`config.mk`:
```
export PLATFORM = sky130hd
export DESIGN_NAME = lcd_fifo_tx
export DESIGN_NICKNAME = d
export VERILOG_FILES = /design/src/rtl/lcd_fifo_tx_pkg.sv /design/src/rtl/lcd_timing_gen.sv /design/src/rtl/lcd_fifo_tx.sv
export SDC_FILE = /design/constraint.sdc
export NUM_CORES = 1
export LEC_CHECK = 0
export ABC_AREA = 1
export BUFFER_PORTS_ARGS = -buffer_cell sky130_fd_sc_hd__buf_4
export CORE_ASPECT_RATIO = 0.8
export CORE_MARGIN = 4
export CORE_UTILIZATION = 50
export CTS_CLUSTER_SIZE = 28
export DETAILED_ROUTE_END_ITERATION = 12
export PLACE_DENSITY_LB_ADDON = 0.2
export REMOVE_ABC_BUFFERS = 1
export SYNTH_ARGS = -nofsm -noshare
export SYNTH_HDL_FRONTEND = slang
export SYNTH_SLANG_ARGS = --single-unit
```
`constraint.sdc`:
```
create_clock -name lcd_clk -period 5.86 [get_ports lcd_clk]
set_clock_uncertainty 0.2 [all_clocks]
set_input_delay 0.293 -clock lcd_clk [delete_from_list [all_inputs] [get_ports lcd_clk]]
set_output_delay 0.293 -clock lcd_clk [all_outputs]
set_load 0.1 [all_outputs]
```
`src/rtl/lcd_fifo_tx_pkg.sv`:
```
// rtl/lcd_fifo_tx_pkg.sv - shared timing defaults, FSM encoding and pixel helpers for lcd_fifo_tx
package lcd_fifo_tx_pkg;

  localparam int DEF_FIFO_W = 32;
  localparam int DEF_H_SYNC = 128;
  localparam int DEF_H_BP   = 88;
  localparam int DEF_H_DISP = 800;
  localparam int DEF_H_FP   = 40;
  localparam int DEF_V_SYNC = 2;
  localparam int DEF_V_BP   = 33;
  localparam int DEF_V_DISP = 480;
  localparam int DEF_V_FP   = 10;

  typedef enum logic [1:0] {
    IDLE = 2'd0,
    ARM  = 2'd1,
    RUN  = 2'd2
  } tx_state_e;

  // Replicate the top bits into the new LSBs so full-scale 565 maps to full-scale 888.
  function automatic logic [23:0] rgb565_to_888(input logic [15:0] px);
    return {px[15:11], px[15:13], px[10:5], px[10:9], px[4:0], px[4:2]};
  endfunction

  function automatic logic [23:0] bar_colour(input logic [2:0] band);
    case (band)
      3'd0:    return 24'hFFFFFF;
      3'd1:    return 24'hFFFF00;
      3'd2:    return 24'h00FFFF;
      3'd3:    return 24'h00FF00;
      3'd4:    return 24'hFF00FF;
      3'd5:    return 24'hFF0000;
      3'd6:    return 24'h0000FF;
      default: return 24'h000000;
    endcase
  endfunction

endpackage

```
`src/rtl/lcd_timing_gen.sv`:
```
// rtl/lcd_timing_gen.sv - free-running h/v counters, active window, raw syncs and frame_start
module lcd_timing_gen
  import lcd_fifo_tx_pkg::*;
#(
  parameter int H_SYNC = DEF_H_SYNC,
  parameter int H_BP   = DEF_H_BP,
  parameter int H_DISP = DEF_H_DISP,
  parameter int H_FP   = DEF_H_FP,
  parameter int V_SYNC = DEF_V_SYNC,
  parameter int V_BP   = DEF_V_BP,
  parameter int V_DISP = DEF_V_DISP,
  parameter int V_FP   = DEF_V_FP,
  parameter int HW     = 11,
  parameter int VW     = 10
) (
  input  logic          lcd_clk,
  input  logic          rst,
  output logic [HW-1:0] h_cnt,
  output logic          active,
  output logic          hs_raw,
  output logic          vs_raw,
  output logic          frame_end,
  output logic          frame_start
);

  localparam int H_TOTAL = H_SYNC + H_BP + H_DISP + H_FP;
  localparam int V_TOTAL = V_SYNC + V_BP + V_DISP + V_FP;

  localparam logic [HW-1:0] H_LAST = HW'(H_TOTAL - 1);
  localparam logic [HW-1:0] H_SW   = HW'(H_SYNC);
  localparam logic [HW-1:0] H_ST   = HW'(H_SYNC + H_BP);
  localparam logic [HW-1:0] H_END  = HW'(H_SYNC + H_BP + H_DISP);
  localparam logic [VW-1:0] V_LAST = VW'(V_TOTAL - 1);
  localparam logic [VW-1:0] V_SW   = VW'(V_SYNC);
  localparam logic [VW-1:0] V_ST   = VW'(V_SYNC + V_BP);
  localparam logic [VW-1:0] V_END  = VW'(V_SYNC + V_BP + V_DISP);

  logic [VW-1:0] v_cnt;

  assign hs_raw    = (h_cnt < H_SW);
  assign vs_raw    = (v_cnt < V_SW);
  assign active    = (h_cnt >= H_ST) && (h_cnt < H_END) && (v_cnt >= V_ST) && (v_cnt < V_END);
  assign frame_end = (h_cnt == H_LAST) && (v_cnt == V_LAST);

  // frame_start is registered from frame_end so it lands on h_cnt=0, v_cnt=0 and is low in reset.
  always_ff @(posedge lcd_clk or posedge rst) begin
    if (rst) begin
      h_cnt       <= '0;
      v_cnt       <= '0;
      frame_start <= 1'b0;
    end else begin
      frame_start <= frame_end;
      if (h_cnt == H_LAST) begin
        h_cnt <= '0;
        v_cnt <= (v_cnt == V_LAST) ? '0 : v_cnt + 1'b1;
      end else begin
        h_cnt <= h_cnt + 1'b1;
      end
    end
  end

endmodule

```
`src/rtl/lcd_fifo_tx.sv`:
```
// rtl/lcd_fifo_tx.sv - read-FIFO to RGB888 LCD transmitter; LCD_TX_PATTERN_EN adds an idle colour bar
module lcd_fifo_tx
  import lcd_fifo_tx_pkg::*;
#(
  parameter int FIFO_W = DEF_FIFO_W,
  parameter int H_SYNC = DEF_H_SYNC,
  parameter int H_BP   = DEF_H_BP,
  parameter int H_DISP = DEF_H_DISP,
  parameter int H_FP   = DEF_H_FP,
  parameter int V_SYNC = DEF_V_SYNC,
  parameter int V_BP   = DEF_V_BP,
  parameter int V_DISP = DEF_V_DISP,
  parameter int V_FP   = DEF_V_FP
) (
  input  logic              lcd_clk,
  input  logic              rst,
  input  logic              sdram_init_done,
  input  logic              sdram_read_valid,
  output logic              rd_en,
  input  logic [FIFO_W-1:0] rd_data,
  output logic              frame_start,
  output logic              lcd_hs,
  output logic              lcd_vs,
  output logic              lcd_de,
  output logic [23:0]       lcd_rgb,
  output logic              lcd_bl
);

  localparam int PPW     = FIFO_W / 16;
  localparam int SUB_W   = (PPW > 1) ? $clog2(PPW) : 1;
  localparam int H_TOTAL = H_SYNC + H_BP + H_DISP + H_FP;
  localparam int V_TOTAL = V_SYNC + V_BP + V_DISP + V_FP;
  localparam int HW      = $clog2(H_TOTAL + 1);
  localparam int VW      = $clog2(V_TOTAL + 1);

  logic [HW-1:0]     h_cnt;
  logic              active, hs_raw, vs_raw, frame_end;
  tx_state_e         state;
  logic              run0, de0, bar0;
  logic [23:0]       col0;
  logic [SUB_W-1:0]  sub, sub1;
  logic              hs1, vs1, de1, bar1, pop1;
  logic [23:0]       col1;
  logic [FIFO_W-1:0] word_q, src;
  logic [15:0]       pix;

  lcd_timing_gen #(
    .H_SYNC(H_SYNC), .H_BP(H_BP), .H_DISP(H_DISP), .H_FP(H_FP),
    .V_SYNC(V_SYNC), .V_BP(V_BP), .V_DISP(V_DISP), .V_FP(V_FP),
    .HW(HW), .VW(VW)
  ) u_timing (
    .lcd_clk    (lcd_clk),
    .rst        (rst),
    .h_cnt      (h_cnt),
    .active     (active),
    .hs_raw     (hs_raw),
    .vs_raw     (vs_raw),
    .frame_end  (frame_end),
    .frame_start(frame_start)
  );

  // init_done is folded in combinationally so a lost SDRAM stops pops this very cycle.
  assign run0  = (state == RUN) && sdram_init_done;
  assign rd_en = run0 && active && (sub == '0);

`ifdef LCD_TX_PATTERN_EN
  localparam logic BL_INIT = 1'b1;
  logic [HW+2:0] off8;
  logic [2:0]    band;
  assign off8 = {h_cnt - HW'(H_SYNC + H_BP), 3'b000};
  always_comb begin
    band = '0;
    for (int i = 1; i < 8; i++)
      if (off8 >= (HW+3)'(i * H_DISP)) band = 3'(i);
  end
  assign de0  = active;
  assign bar0 = !run0;
  assign col0 = bar_colour(band);
`else
  localparam logic BL_INIT = 1'b0;
  assign de0  = active && run0;
  assign bar0 = 1'b0;
  assign col0 = '0;
`endif

  always_ff @(posedge lcd_clk or posedge rst) begin
    if (rst) begin
      state  <= IDLE;
      lcd_bl <= BL_INIT;
    end else if (!sdram_init_done) begin
      state <= IDLE;
    end else begin
      case (state)
        IDLE: if (sdram_read_valid) state <= ARM;
        ARM: if (frame_end) begin
          state  <= RUN;
          lcd_bl <= 1'b1;
        end
        RUN: if (frame_end && !sdram_read_valid) state <= IDLE;
        default: state <= IDLE;
      endcase
    end
  end

  always_ff @(posedge lcd_clk or posedge rst) begin
    if (rst) begin
      sub <= '0;
    end else if (h_cnt == '0) begin
      sub <= '0;
    end else if (active) begin
      sub <= (sub == SUB_W'(PPW - 1)) ? '0 : sub + 1'b1;
    end
  end

  // The word just popped is only on rd_data for one cycle; later lanes come from word_q.
  assign src = pop1 ? rd_data : word_q;
  always_comb begin
    pix = src[15:0];
    for (int k = 0; k < PPW; k++)
      if (sub1 == SUB_W'(k)) pix = src[16*k +: 16];
  end

  always_ff @(posedge lcd_clk or posedge rst) begin
    if (rst) begin
      hs1     <= 1'b0;
      vs1     <= 1'b0;
      de1     <= 1'b0;
      bar1    <= 1'b0;
      col1    <= '0;
      pop1    <= 1'b0;
      sub1    <= '0;
      word_q  <= '0;
      lcd_hs  <= 1'b1;
      lcd_vs  <= 1'b1;
      lcd_de  <= 1'b0;
      lcd_rgb <= '0;
    end else begin
      hs1     <= hs_raw;
      vs1     <= vs_raw;
      de1     <= de0;
      bar1    <= bar0;
      col1    <= col0;
      pop1    <= rd_en;
      sub1    <= sub;
      if (pop1) word_q <= rd_data;
      lcd_hs  <= ~hs1;
      lcd_vs  <= ~vs1;
      lcd_de  <= de1;
      lcd_rgb <= !de1 ? 24'h0 : (bar1 ? col1 : rgb565_to_888(pix));
    end
  end

endmodule

```
==> flow_summary.ini <==
[sta]
slew_violations = 0
rsz0062_at_grt = no
tightest_slew_ns = 0.9972
hold_slack_ns = 0.04402
clock.fmax_mhz = 400.9
timing.final.crit_share_pct = 42.57
finalSetupViolations = 0
finalSetupTns_ns = 0
slew_headroom_pct = 33.52
period_needed_ns = 2.495
hold_viol_final = 0

[clock_network]
cts_setup_buffers = 0
ctsResizeCount = 0
h-tree-depth = 3
cts_buffers = 9
cts_tree = built
clock-root-buffer = clkbuf_8
path_clk_slew_ns = 0.08
clk_path_buf_depth = 2
clkSinkCount = 82
clock_latency_ns = 0.35
cts_hold_buf = 33

[die]
die_w_um = 104.3
rows = 27
dieArea_mm2 = 0.008862
pin_count = 66
core_area_mm2 = 0.007027
start_util_pct = 52.74
die_h_um = 85.01

[layout]
drive_above_1_share_pct = 30.28
fin_nets = 504
mostFrequentLayoutCells = dfrtp_1 (80), buf_4 (67), nor2_1 (58), inv_1 (45), nand2_1 (41)
final_common_cell = dfrtp_1
area_growth_pct = 27.95
antennaDiodeCount = 0

[place]
routabilityCongestion = 0.9204
dp.final_hpwl_um = 5014
portBuffers = 65

[routing]
ant_nets = 0
drtIter0Drc = 147
first_pass_iters = 5
via_per_inst = 4.980
met3_wirelength_um = 438
top_layer_used = met4
drc_errors = 0
totalWireLength_um = 7781
met1Wirelength_um = 3556
wl_met2_um = 3669
wl_per_cell_um = 13.99
num_vias = 2769

[power_and_ir_drop]
seqPwrFrac_pct = 54.0
power.share.switching_pct = 22.87
comb_power_share_pct = 6.8
p_leak_uw = 0.002477
ir_drop_mv = 0.1322
p_int_uw = 833.6
clockPowerShare_pct = 39.2
pwr_density_cell_mw_per_mm2 = 227.9
p_switching_uw = 247.2

[job]
maxCapViolCount = 0

[worst_setup_path]
start_kind = flip-flop
max_stage_delay_ns = 0.43
required_ns = 5.37
cp_slowest_cell = dfrtp_1
critical-path-top-delay-family = simple AND/OR/NAND/NOR gates
crit_buf_inv = 1
crit_top_cell = nor2_1
worstSetupEndpointType = output pin
cp_max_fo = 5
crit_chain = nor2_1, nand2_1, o21ai_0, nand4_1, nor2_1, buf_4
critPathKind = reg -> out
cp.arrival_ns = 2.00
r2r_setup_slack_ns = 4.08

[logic_synthesis]
synth_seq_cells = 82
ys_seq_area_share_pct = 55.44
synth_cells = 369
synth_cell_type_count = 35
syn_area_mm2 = 0.003706
ys.flop_type = dfrtp_1
synth_edf_count = 0
syn_avg_cell_area_um2 = 10.04
async_flop_share_pct = 100.0
synth_area_leaders = dfrtp_1 (54%), mux2_2 (9.4%), nor2_1 (5.9%), inv_1 (4.7%), nand2_1 (4.2%)
netlist.area_leader.share_pct = 54.02
yosys.area.top_type = dfrtp_1
yosys_warnings = 0

[global_route]
grt_pass1_wl_um = 13610
track_usage_pct = 19.18
grt_pass1_vias = 2786
grt-ovfl-total = 0
grt_max_degree = 83
antenna_found_initial = 0

[hold_path]
hp-class = in -> async

[outcome]
status = finished, final reports clean
path summary, 6_finish.rpt:
kind	startpoint	to	cells after the start
worst max-delay path	u_timing.v_cnt[5]	rd_en	6
worst min-delay path	rst	lcd_rgb[6]	3
worst max register to register	u_timing.h_cnt[0]	u_timing.v_cnt[7]	9
worst min register to register	vs1	lcd_vs	1
max in group asynchronous	rst	hs1	3
min in group lcd_clk	sdram_init_done	state[0]	5
final cells by class:
cell class	instances	area (µm²)
fillers	565	2285
flip-flops and latches	82	2054
multi-input cells	221	1345
repair buffers	100	833.3
inverters	50	190.2
clock buffers	10	137.6
well taps	87	108.9
clock inverters	6	72.57
power groups by stage:
stage | sequential, µW | combinational, µW | clock (µW)
6_report | 584 | 73.7 | 423
5_1_grt | 586 | 81.6 | 464
4_1_cts | 584 | 74.4 | 436
3_5_place_dp | 595 | 56.5 | 0
3_3_place_gp | 594 | 55.1 | 0
2_1_floorplan | 596 | 28.0 | 0
synthesized netlist by cell type, types with 3 or more instances:
library cell	n
dfrtp_1	80
nor2_1	58
inv_1	46
nand2_1	41
mux2_2	31
o21ai_0	21
nand3_1	14
buf_4	9
nand2_2	6
nor3_1	6
a21oi_1	5
nand4_1	5
ha_1	4
nor2_2	4
o21ai_1	4
xor2_1	4
buf_6	3
clkbuf_1	3
inv_2	3
nor3_4	3
logic make-up after synthesis:
| kind of cell | synth area share (%) |
|---|---|
| buffers and inverters | 8.271 |
| adders and majority gates | 1.350 |
| muxes | 9.824 |
| xor gates and xnor gates | 1.182 |
| DFF | 55.44 |
| and+or+nand+nor | 18.84 |
| AOI/OAI and AO/OA | 5.098 |
worst min-delay path, cell delays in order:
cell	delay [ns]
buf_4	0.11
clkinv_2	0.03
buf_4	0.74
sequential cells by signal (all words and copies together) (netlist names):
register	flops
u_timing.frame_start	1
u_timing.v_cnt	10
lcd_rgb	16
lcd_vs	1
pop1	1
word_q	32
lcd_bl	1
vs1	1
lcd_de	1
state	2
de1	1
u_timing.h_cnt	11
hs1	1
sub1	1
sub	1
lcd_hs	1
stage by stage:
| step | cell area (µm²) | power (µW) | setup WS, ns | cells | util, % |
|---|---|---|---|---|---|
| 6_report | 4742 | 1081 | 3.365 | 556 | 67.49 |
| 5_1_grt | 4742 | 1131 | 3.201 | 556 | 67.49 |
| 4_1_cts | 4742 | 1095 | 3.361 | 556 | 67.49 |
| 3_5_place_dp | 4202 | 651.5 | 3.758 | 507 | 59.79 |
| 3_3_place_gp | 4202 | 649.1 | 3.817 | 507 | 59.79 |
| 2_1_floorplan | 3588 | 624.2 | 3.101 | 353 | - |
layer usage:
metal / vias up / global-route usage (%)
li1: 1355 / -
met2: 91 / 30.68
met1: 1310 / 25.07
met4: 0 / 5.072
met5: - / 0
met3: 13 / 6.844
No activity file was read; power rests on OpenSTA's default activity.
